$ cat src/rtl/serial_adder.sv
// Bit-serial adder: one full-adder cell plus a carry flip-flop.
// Operands are shifted through LSB first, one bit per clock, with a
// start/busy/done handshake. The result holds until the next accepted start.
module serial_adder #(
    parameter int WIDTH = 8
) (
    input  logic             clk,
    input  logic             rst,
    input  logic             start,
    input  logic [WIDTH-1:0] a,
    input  logic [WIDTH-1:0] b,
    input  logic             cin,
    output logic [WIDTH-1:0] sum,
    output logic             cout,
    output logic             busy,
    output logic             done
);

    localparam int CW = $clog2(WIDTH);
    localparam logic [CW-1:0] LAST = CW'(WIDTH - 1);

    typedef enum logic [1:0] {
        IDLE,
        SHIFT,
        DONE
    } state_t;

    state_t           state, state_next;
    logic [WIDTH-1:0] sh_a, sh_a_next;
    logic [WIDTH-1:0] sh_b, sh_b_next;
    logic             carry, carry_next;
    logic [CW-1:0]    cnt, cnt_next;
    logic [WIDTH-1:0] sum_next;
    logic             cout_next;
    logic             busy_next;
    logic             done_next;
    logic             s_bit;
    logic             c_bit;

    // The single full-adder cell working on the current low bits.
    always_comb begin
        s_bit = sh_a[0] ^ sh_b[0] ^ carry;
        c_bit = (sh_a[0] & sh_b[0]) | (sh_a[0] & carry) | (sh_b[0] & carry);
    end

    // Next-state and next-output logic; start is honoured only in IDLE or DONE.
    always_comb begin
        state_next = state;
        sh_a_next  = sh_a;
        sh_b_next  = sh_b;
        carry_next = carry;
        cnt_next   = cnt;
        sum_next   = sum;
        cout_next  = cout;
        busy_next  = busy;
        done_next  = 1'b0;

        case (state)
            IDLE, DONE: begin
                if (start) begin
                    sh_a_next  = a;
                    sh_b_next  = b;
                    carry_next = cin;
                    cnt_next   = '0;
                    sum_next   = '0;
                    cout_next  = 1'b0;
                    busy_next  = 1'b1;
                    state_next = SHIFT;
                end else begin
                    state_next = IDLE;
                end
            end
            SHIFT: begin
                carry_next = c_bit;
                sum_next   = {s_bit, sum[WIDTH-1:1]};
                sh_a_next  = {1'b0, sh_a[WIDTH-1:1]};
                sh_b_next  = {1'b0, sh_b[WIDTH-1:1]};
                cnt_next   = cnt + 1'b1;
                if (cnt == LAST) begin
                    busy_next  = 1'b0;
                    done_next  = 1'b1;
                    cout_next  = c_bit;
                    state_next = DONE;
                end
            end
            default: begin
                state_next = IDLE;
                busy_next  = 1'b0;
            end
        endcase
    end

    // State and datapath registers; reset wipes any partial result at once.
    always_ff @(posedge clk or posedge rst) begin
        if (rst) begin
            state <= IDLE;
            sh_a  <= '0;
            sh_b  <= '0;
            carry <= 1'b0;
            cnt   <= '0;
            sum   <= '0;
            cout  <= 1'b0;
            busy  <= 1'b0;
            done  <= 1'b0;
        end else begin
            state <= state_next;
            sh_a  <= sh_a_next;
            sh_b  <= sh_b_next;
            carry <= carry_next;
            cnt   <= cnt_next;
            sum   <= sum_next;
            cout  <= cout_next;
            busy  <= busy_next;
            done  <= done_next;
        end
    end

endmodule
$ cat config.mk
export PLATFORM = sky130hd
export DESIGN_NAME = serial_adder
export DESIGN_NICKNAME = d
export VERILOG_FILES = /design/src/rtl/serial_adder.sv
export SDC_FILE = /design/constraint.sdc
export NUM_CORES = 1
export LEC_CHECK = 0
export CORE_MARGIN = 3
export CORE_UTILIZATION = 39
export CTS_CLUSTER_DIAMETER = 50
export CTS_CLUSTER_SIZE = 10
export DETAILED_ROUTE_END_ITERATION = 12
export PLACE_DENSITY = 0.71
export SLEW_MARGIN = 20
export SYNTH_ARGS = -nofsm -noshare
export SYNTH_HDL_FRONTEND = slang
export SYNTH_SLANG_ARGS = --single-unit
$ cat constraint.sdc
create_clock -name clk -period 3.4 [get_ports clk]
set_input_delay 0.68 -clock clk [delete_from_list [all_inputs] [get_ports clk]]
set_output_delay 0.68 -clock clk [all_outputs]
set_load 0.005 [all_outputs]
==> summary.txt <==
Synth
  – Synth async-reset ratio: 1.00
  – Top_reg_cell synth: dfrtp_1
  – Mean Syn Cell Area: about 11 sq um
  – Top cell type's share of synthesized area: 0.571
  – Mapped Nets: between 150 and 200
  – Seq/Total Area, Yosys: 0.571
  – YS warnings: 0
  – Netlist cell types: 25
  – Top-count cell post-synth: dfrtp_1
  – Yosys reg bits: 33
  – Post-synthesis cell count: 130
  – Mapped Area: ~0.0014 sq mm
  – EDFF count, synth: 0
  – Top post-synthesis cells by area: dfrtp_1 (57%), a22o_1 (6.7%), o22ai_1 (6.1%)
  – Commonest cells in the netlist: dfrtp_1 (33), nor2_1 (16), o22ai_1 (14), nor3_1 (12), a22o_1 (11)
  – Largest area contributor in the netlist: dfrtp_1

Timing
  – Tcrit/Tclk final: 0.576
  – Setup Skew: 0.00325 ns
  – TNS Setup: 0 ns
  – Post-layout min period: a little under 2 ns
  – Slew @ Worst Pin: between 0.8 and 0.9 ns
  – Final setup fails: 0
  – Hold Vio Cnt, Final: 0
  – Fmax: between 500 and 600 MHz
  – Worst slew margin: 0.442
  – RSZ-0062 raised after global routing: false
  – Pins Over Slew Limit: 0

GRT
  – Vias in the first global route: 1076
  – GRT Residual Overflow: 0
  – First-pass GRT wire length: ~4700 um
  – GRT Util Overall: 0.145
  – Largest net degree at the start of global routing: 34
  – Initial antenna violation count: 0

Cells and area
  – Layout Cells excl Fill: 205
  – Fill cells: 302
  – Design Area, Final: about 0.0018 sq mm
  – Synth-to-layout area growth: 25.8%
  – Share of cells above drive strength 1: 0.0692
  – Multi-input gate area: 528 sq um
  – Diode count: 0
  – Register area: 826 sq um
  – Final #Nets: around 180

Power
  – VDD IR max: about 0.00031 V
  – PD cells: 885 mW/mm^2
  – Leak: 0.789 nW

Detailed routing
  – Routed vias/inst: between 5 and 6
  – DRC: 0
  – Wire length per cell: 14.0 um
  – Pre-antenna DRT Iters: 6
  – Vias: 1092
  – DRT antenna net count: 0
  – DR iter-0 viols: between 50 and 60
  – Post-Route WL: approximately 2900 um

Setup path
  – CP Capture Type: register
  – Crit path DAT: 2.12 ns
  – Reg-to-reg critical path startpoint: state[0]
  – CP Max Fanout: 14
  – CP required: approximately 3.6 ns
  – Element type at the critical path start: primary input
  – R2R setup slack: between 1 and 1.5 ns
  – R2r worst-path depth: 3
  – FF-to-FF End: sum[5]
  – Worst Setup Path Type: in -> reg

Placement
  – GP Congestion: around 0.75
  – Post-DP HPWL: roughly 2000 um
  – Post-place instance area: roughly 0.0017 sq mm
  – PortBufs: 30
  – Placed cell count: just under 200

Floorplanning
  – Core Area: about 0.0034 sq mm
  – DIE HEIGHT: 66.9 um
  – Die width: between 60 and 70 um
  – Row cnt: 21
  – Total die area: about 0.0045 sq mm
  – Starting Density: 0.420
  – Io pins: 31

CTS
  – Sink Count: 33
  – Worst-path clk slew: about 0.06 ns
  – Clock root cell: clkbuf_8
  – CTS max path bufs: 2
  – Hold buffers post-CTS: 0
  – Clock tree from TritonCTS: yes
  – Worst skew pair latency: around 0.28 ns
  – Post-cts sizing count: 0
  – Htree depth: 2
  – Post-CTS setup buffer count: 0
  – CTS Buf Count: 5

Min path
  – Hold path endpoint: cnt[0]
  – Hold Startpoint: cnt[0]
  – Hold path depth: 1
  – Min-Delay Path Class: reg -> reg

Status
  – Outcome: completed

Flow run
  – Max Cap Viol: 0
-- sequential cells by signal (all words and copies together), names as in the netlist --
| register | cells |
|---|---|
| cout | 1 |
| done | 1 |
| busy | 1 |
| sum | 8 |
| carry | 1 |
| sh_a | 8 |
| sh_b | 8 |
| state | 2 |
| cnt | 3 |
-- per-layer routing --
metal  routed length [um]  part of all wire  global-route usage  up-vias
li1                     -                 -                   -      516
met1                 1170              0.41               0.175      542
met2                 1490              0.52               0.231       28
met3                  146             0.051              0.0489        6
met4                   55             0.019              0.0658        0
met5                    0                 0                   0        -
-- critical path: stages --
cell and delay, ns:
clkdlybuf4s50_1 0.62, nor2b_4 0.40, nor2_2 0.17, a22o_1 0.25
-- worst max-delay path by stage --
stage                   from     end  cells after the start
floorplan                rst    busy                      1
detailed placement     start  sum[5]                      4
global placement       start  sum[1]                      4
CTS                 state[0]  sum[5]                      3
global route        state[0]  sum[5]                      3
finish                 start  sum[5]                      4
-- cell usage in the layout (no fill, tap or decap) --
| master | n |
|---|---|
| nand2b_1 | 3 |
| dfrtp_1 | 33 |
| a22o_1 | 11 |
| nor2b_1 | 1 |
| a211oi_1 | 1 |
| clkdlybuf4s50_1 | 30 |
| buf_4 | 1 |
| o2bb2ai_1 | 1 |
| ha_1 | 2 |
| nor2_1 | 16 |
| o21ai_0 | 4 |
| nor2b_4 | 1 |
| clkbuf_1 | 3 |
| fa_1 | 1 |
| o22ai_1 | 14 |
| nor3_1 | 12 |
| nand2_1 | 1 |
| a21oi_1 | 4 |
| mux2i_1 | 2 |
| nor2b_2 | 1 |
| clkbuf_8 | 5 |
| inv_1 | 5 |
| and2_1 | 2 |
| nand3_1 | 2 |
| nor2_2 | 1 |
| mux2_2 | 2 |
-- through the flow --
step	power, W	setup WS (ns)	hold WS, ns	util
2_1_floorplan	0.00117	2.00	0.463	-
3_3_place_gp	0.00131	1.22	0.487	0.505
3_5_place_dp	0.00135	1.15	0.492	0.505
4_1_cts	0.00163	1.42	0.504	0.528
5_1_grt	0.00174	1.24	0.524	0.528
6_report	0.00161	1.44	0.504	0.528
-- layout make-up --
cell class                      count  share of cell area
Inverter                            5              0.0103
Multi-Input combinational cell     82               0.290
Sequential cell                    33               0.454
Timing Repair Buffer               31               0.169
Clock buffer                        8              0.0440
Tap cell                           46              0.0317
-- power by group --
group          internal [W]  switching (W)  total, W
logic              0.000329       0.000311  0.000640
registers          0.000571       0.000125  0.000696
clock network      0.000145       0.000128  0.000274
total               0.00104       0.000564   0.00161
-- kinds of logic (layout without fill, tap and decap cells) --
group	after synthesis	after routing	share of synthesized area
mux	4	4	0.0294
flops	33	33	0.571
buf+inv	15	44	0.0632
fa+ha+maj	3	3	0.0312
simple gates	40	40	0.139
compound gates	35	35	0.166
No activity file was read; power rests on OpenSTA's default activity.
